[src/rtl/fpu_norm_prep.sv]
// fpu_norm_prep: LZC + EMIN clamp prep stage ahead of the FPU left shifter.
// Define FPU_NORM_PREP_PIPE_EN for an extra input register stage (latency 2).
module fpu_norm_prep #(
    parameter int DATA_WIDTH  = 77,
    parameter int SHAMT_WIDTH = 7,
    parameter int EXP_WIDTH   = 13,
    parameter int EMIN        = -1022
) (
    input  logic                   clk_i,
    input  logic                   rst_ni,
    input  logic                   flush_i,
    input  logic                   in_valid_i,
    output logic                   in_ready_o,
    input  logic [DATA_WIDTH-1:0]  mant_i,
    input  logic [EXP_WIDTH-1:0]   exp_i,
    input  logic                   sign_i,
    output logic                   out_valid_o,
    input  logic                   out_ready_i,
    output logic [DATA_WIDTH-1:0]  mant_o,
    output logic [SHAMT_WIDTH-1:0] shamt_o,
    output logic [EXP_WIDTH-1:0]   exp_o,
    output logic                   sign_o,
    output logic                   zero_o
);
    localparam logic signed [EXP_WIDTH:0] EMIN_W = (EXP_WIDTH+1)'(EMIN);

    logic                   s2_valid_q, s2_valid_d, s2_accept;
    logic [DATA_WIDTH-1:0]  mant_q;
    logic [SHAMT_WIDTH-1:0] shamt_q, shamt_d, lzc;
    logic [EXP_WIDTH-1:0]   exp_q, exp_d;
    logic                   sign_q, zero_q, zero_d;
    logic                   src_valid, src_sign;
    logic [DATA_WIDTH-1:0]  src_mant;
    logic [EXP_WIDTH-1:0]   src_exp;
    logic signed [EXP_WIDTH:0] e_w, lzc_w, diff_w, over_w, sh_w, expo_w;

    assign s2_accept = !s2_valid_q || out_ready_i;

`ifdef FPU_NORM_PREP_PIPE_EN
    logic                  s1_valid_q, s1_sign_q, in_fire;
    logic [DATA_WIDTH-1:0] s1_mant_q;
    logic [EXP_WIDTH-1:0]  s1_exp_q;

    assign in_ready_o = !s1_valid_q || s2_accept;
    assign in_fire    = in_valid_i && in_ready_o;
    assign src_valid  = s1_valid_q;
    assign src_mant   = s1_mant_q;
    assign src_exp    = s1_exp_q;
    assign src_sign   = s1_sign_q;

    always_ff @(posedge clk_i or negedge rst_ni) begin
        if (!rst_ni) begin
            s1_valid_q <= 1'b0;
            s1_mant_q  <= '0;
            s1_exp_q   <= '0;
            s1_sign_q  <= 1'b0;
        end else begin
            s1_valid_q <= !flush_i && (in_fire || (s1_valid_q && !s2_accept));
            if (in_fire) begin
                s1_mant_q <= mant_i;
                s1_exp_q  <= exp_i;
                s1_sign_q <= sign_i;
            end
        end
    end
`else
    assign in_ready_o = s2_accept;
    assign src_valid  = in_valid_i;
    assign src_mant   = mant_i;
    assign src_exp    = exp_i;
    assign src_sign   = sign_i;
`endif

    // Last assignment wins, so the highest set bit determines the count.
    always_comb begin
        lzc = SHAMT_WIDTH'(DATA_WIDTH);
        for (int i = 0; i < DATA_WIDTH; i++)
            if (src_mant[i]) lzc = SHAMT_WIDTH'(DATA_WIDTH - 1 - i);
    end

    assign e_w    = {src_exp[EXP_WIDTH-1], src_exp};
    assign lzc_w  = {{(EXP_WIDTH+1-SHAMT_WIDTH){1'b0}}, lzc};
    assign diff_w = e_w - lzc_w;
    assign over_w = e_w - EMIN_W;
    assign zero_d = ~|src_mant;

    // Shifting past EMIN would underflow, so stop at EMIN and leave a subnormal.
    assign shamt_d = zero_d ? '0 :
                     diff_w >= EMIN_W ? lzc :
                     e_w > EMIN_W ? over_w[SHAMT_WIDTH-1:0] : '0;
    assign sh_w    = {{(EXP_WIDTH+1-SHAMT_WIDTH){1'b0}}, shamt_d};
    assign expo_w  = e_w - sh_w;
    assign exp_d   = zero_d ? EMIN_W[EXP_WIDTH-1:0] : expo_w[EXP_WIDTH-1:0];

    assign s2_valid_d = !flush_i && (s2_accept ? src_valid : s2_valid_q);

    always_ff @(posedge clk_i or negedge rst_ni) begin
        if (!rst_ni) begin
            s2_valid_q <= 1'b0;
            mant_q     <= '0;
            shamt_q    <= '0;
            exp_q      <= '0;
            sign_q     <= 1'b0;
            zero_q     <= 1'b0;
        end else begin
            s2_valid_q <= s2_valid_d;
            if (s2_accept && src_valid) begin
                mant_q  <= src_mant;
                shamt_q <= shamt_d;
                exp_q   <= exp_d;
                sign_q  <= src_sign;
                zero_q  <= zero_d;
            end
        end
    end

    assign out_valid_o = s2_valid_q;
    assign mant_o      = mant_q;
    assign shamt_o     = shamt_q;
    assign exp_o       = exp_q;
    assign sign_o      = sign_q;
    assign zero_o      = zero_q;
endmodule

[config.mk]
export PLATFORM = sky130hd
export DESIGN_NAME = fpu_norm_prep
export DESIGN_NICKNAME = d
export VERILOG_FILES = /design/src/rtl/fpu_norm_prep.sv
export SDC_FILE = /design/constraint.sdc
export NUM_CORES = 1
export LEC_CHECK = 0
export CAP_MARGIN = 20
export CORE_MARGIN = 1.5
export CORE_UTILIZATION = 50
export DETAILED_ROUTE_END_ITERATION = 10
export HOLD_SLACK_MARGIN = 0.03
export PLACE_DENSITY = 0.85
export SLEW_MARGIN = 20
export SYNTH_ARGS = -nofsm -noshare
export SYNTH_HDL_FRONTEND = slang
export SYNTH_SLANG_ARGS = --single-unit
[constraint.sdc]
create_clock -name clk_i -period 3.5 [get_ports clk_i]
set_clock_uncertainty 0.05 [all_clocks]
set_input_delay 0.875 -clock clk_i [delete_from_list [all_inputs] [get_ports clk_i]]
set_output_delay 0.875 -clock clk_i [all_outputs]
set_load 0.02 [all_outputs]
==> summary.md, run 1 <==
| Metric | Value |
|---|---|
| Clock Path Buffers | 2 |
| Worst ep type | register input |
| Failing step | global routing (5_1_grt) |
| All-Layer GR Usage | 79.7% |
| GPL Wtd Cong | 0.898 |
| Dominant synthesized flop cell | dfrtp_1 |
| Post-Synthesis Cells | 702 |
| Tool Error | [ERROR GRT-0232] Routing congestion too high. Check the congestion heatmap in the GUI. |
| Std cell rows | 38 |
| Yosys cell types | 62 |
| Root Buffer | clkbuf_16 |
| Sequential area share after synthesis | 44.1% |
| Mapped Area | 5670 µm² |
| Placed cell count | 1165 |
| Buffers on Ports | 196 |
| #FFs+latches synth | 100 |
| Hold buffer count at CTS | 0 |
| Starting Density | 51.9% |
| Synth warn | 0 |
| Mapped Nets | 817 |
| FFs w/ async S/R, synth | 100% |
| CTS sink count | 100 |
| CTS H-tree depth | 3 |
| Post-synth EDFFs | 0 |
| TritonCTS Buffers | 9 |
| IO Pins | 197 |
| Worst setup endpoint GRT | exp_o[11]$_DFFE_PN0P_/D |
| Outcome | stopped before the end |
| Grt ovf | 100 |
| Maximum number of pins on one net before global-route repair | 101 |
| Die width | 110 µm |
| Die height | 110 µm |
| Avg Cell Area, Syn | 8.08 µm² |
| Hpwl dp | 15.8 mm |
==> what timing repair did <==
item | in CTS
pin swaps | 105
endpoints found under the hold margin | 0
gates resized for setup | 273
setup buffers | 43
setup endpoints to repair | 21
==> cell families after synthesis <==
kind of cell	after synthesis	synth area share (%)
adder cells (fa/ha/maj)	19	4.45
buffers and inverters	55	3.79
AO/OA/AOI/OAI	123	13.8
multiplexers	7	1.32
flip-flops	100	44.1
XOR/XNOR	17	2.62
AND/OR/NAND/NOR	381	29.9
==> metrics by stage <==
step           utilization (%)  hold slack [ns]  setup slack, ns  TNS (ns)  area, µm²
4_1_cts                   92.6            0.429            -2.31    -32.18      10100
3_5_place_dp              82.2            0.411            -3.32    -50.15       8990
3_3_place_gp              82.2            0.406            -3.06    -47.50       8990
2_1_floorplan                -            0.529            -2.06    -26.09       5780
==> synth_stat cells (all sizes together), types with 3 or more instances <==
| cell type | count | share of area (%) |
|---|---|---|
| mux2 | 4 | 0.79 |
| a221oi | 3 | 0.46 |
| a22o | 5 | 0.77 |
| o21a | 3 | 0.40 |
| nor2 | 52 | 3.6 |
| a31oi | 7 | 0.88 |
| nor2b | 7 | 0.77 |
| nor4b | 3 | 0.73 |
| o21ai | 41 | 3.6 |
| a21boi | 3 | 0.40 |
| or3 | 3 | 0.42 |
| nand2 | 239 | 16 |
| dfrtp | 100 | 44 |
| mux2i | 3 | 0.53 |
| o31ai | 11 | 1.5 |
| inv | 32 | 2.1 |
| nor4 | 21 | 2.6 |
| a2111oi | 3 | 0.46 |
| xor2 | 5 | 0.77 |
| nand2b | 5 | 0.55 |
| a21oi | 26 | 2.3 |
| nand3 | 12 | 1.4 |
| nor3 | 25 | 2.2 |
| or4 | 6 | 0.93 |
| xnor2 | 12 | 1.9 |
| clkbuf | 21 | 1.4 |
| ha | 17 | 3.7 |
==> metal layers <==
metal | GRT overflow | track usage (%)
met1 | 0 | 78.8
met2 | 53 | 96.6
met3 | 2 | 63.0
met4 | 45 | 86.9
met5 | 0 | 11.2
==> run 2, diff against run 1 <==
- CORE_UTILIZATION: 50 -> 40
- HOLD_SLACK_MARGIN: 0.03 -> unset
- PLACE_DENSITY: 0.85 -> unset
- PLACE_DENSITY_LB_ADDON: unset -> 0.15
==> summary.md, run 2 <==
| Metric | Value |
|---|---|
| Outcome | finished with violations |
| Violated checks | negative setup slack |
| Worst path bufs/invs | 5 |
| CP delay by family, top | compound AO/OA/AOI/OAI gates |
| Clock transition at path regs | 0.07 ns |
| Power per cell area | 368 nW/µm² |
| Final setup vio count | 20 |
| Mapped Area | 5670 µm² |
| FFs w/ async S/R, synth | 100% |
| Avg Cell Area, Syn | 8.08 µm² |
| TritonCTS Buffers | 9 |
| Commonest non-fill, non-tap cells in the layout | nand2_1 (234), buf_4 (169), clkdlybuf4s50_1 (118) |
| IO Pins | 197 |
| Grt ovf | 0 |
| CTS sink count | 100 |
| Hold WS | 0.427 ns |
| Most used cell, CP | buf_6 |
| Buffers on Ports | 196 |
| Worst-path fanout max | 4 |
| #FFs+latches synth | 100 |
| CTS tree | done |
| Area leader, netlist | dfrtp_1 |
| Die height | 122 µm |
| Max-slew violations | 0 |
| Slowest stage delay, CP | 0.54 ns |
| Number of nets still failing antenna checks after routing | 0 |
| All-Layer GR Usage | 28.9% |
| Commonest non-fill, non-tap cell in the layout | nand2_1 |
| Worst r2r src | out_valid_o |
| Total routed wirelength | 22.3 mm |
| Synth warn | 0 |
| Clock latency on the worst-skew pair | 0.35 ns |
| Synth top area share | 44.1% |
| Crit Path Class | in2reg |
| Maximum number of pins on one net before global-route repair | 74 |
| RSZ-0062 raised after global routing | yes |
| Post-Synthesis Cells | 702 |
| Core area | 13900 µm² |
| Setup TNS | -32.62 ns |
| Via count | 6658 |
| Mapped Nets | 817 |
| Clock Path Buffers | 2 |
| Area Growth Syn to Fin | 83.7% |
| Hold Crit Start | mant_o[71] |
| Count leader, synth | nand2_1 |
| Worst-Margin Slew | 0.619 ns |
| Die ar. | 14900 µm² |
| Drt pass-1 iters | 5 |
| Critical path required time | 3.70 ns |
| Sw frac | 32.7% |
| Filler instances | 1003 |
| Dominant synthesized flop cell | dfrtp_1 |
| Initial antenna violation count | 0 |
| Combinational group share of total power | 35.7% |
| Hold Fails Final Rpt | 0 |
| DR iter-0 viols | 440 |
| Top cells by count, synth | nand2_1 (239), dfrtp_1 (100), nor2_1 (50) |
| Die width | 122 µm |
| First-pass GRT wire length | 33.8 mm |
| Flop pwr share | 35.8% |
| Slowest CP cell | or4_4 |
| Critical Path Sink Type | flop |
| Final #Nets | 1186 |
| Worst Hold Class | reg2reg |
| Net Switching | 1.25 mW |
| Fmax | 168 MHz |
| Synth top area cells | dfrtp_1 (44%), nand2_1 (16%), ha_1 (3.7%) |
| Post-synth EDFFs | 0 |
| Final min period | 5.95 ns |
| Remaining DRCs | 0 |
| GPL Wtd Cong | 0.898 |
| Setup slack after layout | -2.45 ns |
| Drt wl/cell | 17.7 µm |
| Max IR drop VDD | 0.205 mV |
| Static Leak | 4.83 nW |
| CTS H-tree depth | 3 |
| CP startpoint | mant_i[3] |
| Cell-internal power | 2.58 mW |
| Number of flip-flops in the largest register | 77 |
| Yosys cell types | 62 |
| Number of global-route vias before repair | 6733 |
| Rel. slew slack | 58.7% |
| Root Buffer | clkbuf_16 |
| Clock network power share | 28.5% |
| Hpwl dp | 15.0 mm |
| Sequential area share after synthesis | 44.1% |
| Critical Path Start Type | input pin |
| Final period util | 170% |
| Layout cells sized above 1 | 37.7% |
| Hold buffer count at CTS | 0 |
| Critical Path AT | 6.15 ns |
| Std cell rows | 43 |
| Max Cap Viol | 0 |
| Avg Vias per Cell | 5.31 |
| Diode count | 0 |
| Starting Density | 40.9% |
run 2: cell counts after synthesis:
No cell type changed its count.
run 2: power by group through the flow:
stage	sequential, mW	combinational (mW)	clock [mW]
final	1.37	1.37	1.09
after global routing	1.39	1.46	1.15
after CTS	1.37	1.28	1.10
after detailed placement	1.39	1.19	0
after global placement	1.38	1.18	0
after floorplan	1.56	0.322	0
run 2: cells by family after synthesis:
logic type | after synthesis | synth area share (%)
AO/OA/AOI/OAI | 123 | 13.8
XOR/XNOR | 17 | 2.62
adder cells (fa/ha/maj) | 19 | 4.45
buffers and inverters | 55 | 3.79
flip-flops | 100 | 44.1
multiplexers | 7 | 1.32
AND/OR/NAND/NOR | 381 | 29.9
run 2: what timing repair did:
| action | 4_1_cts | 5_1_grt |
|---|---|---|
| setup endpoints to repair | 20 | 20 |
| pin swaps | 86 | 73 |
| setup buffers | 23 | 14 |
| gates cloned | 0 | 0 |
| resized for setup | 234 | 156 |
run 2: metal layers:
metal  track usage (%)  share of wire, %
met2              49.3                50
met3              6.55               6.7
met1              36.0                41
met5                 0                 0
met4              10.1               2.3
run 2: worst register-to-register path: stages, from the launching register on:
cell and delay (ns):
dfrtp_1 0.38, nand2b_1 0.21, and2_2 0.56, nand2_1 0.33
o31ai_2 0.30
run 2: layout make-up:
type                       count  area [µm²]  share of cell area (%)
multi-input combinational    547        3950                    37.9
inverter                      32         123                    1.18
tap                          180         225                    2.16
timing repair buffer         381        3300                    31.7
clock buffer                   9         225                    2.16
sequential                   100        2500                    24.0
clock inverter                 6        88.8                   0.852
run 2: through the flow:
| stage | setup slack [ns] | total power, mW | instance area [µm²] | util [%] | std cells |
|---|---|---|---|---|---|
| floorplan | -2.06 | 1.88 | 5780 | - | 702 |
| global route | -2.71 | 3.99 | 10400 | 75.1 | 1255 |
| CTS | -2.31 | 3.75 | 10100 | 72.5 | 1249 |
| finish | -2.45 | 3.83 | 10400 | 75.1 | 1255 |
| detailed placement | -3.17 | 2.58 | 9100 | 65.6 | 1214 |
| global placement | -3.01 | 2.56 | 9100 | 65.6 | 1214 |
run 2: path summary, 6_finish.rpt:
path,endpoint,slack (ns),depth (start not counted)
max in group asynchronous,mant_o[75],2.17,2
min in group asynchronous,mant_o[16],0.47,1
setup / recovery,exp_o[8],-2.45,30
hold reg to reg,mant_o[71],0.43,2
setup reg to reg,exp_o[6],1.58,4
hold / removal,mant_o[71],0.43,2
Note: power is estimated with default switching activity, not from simulation.
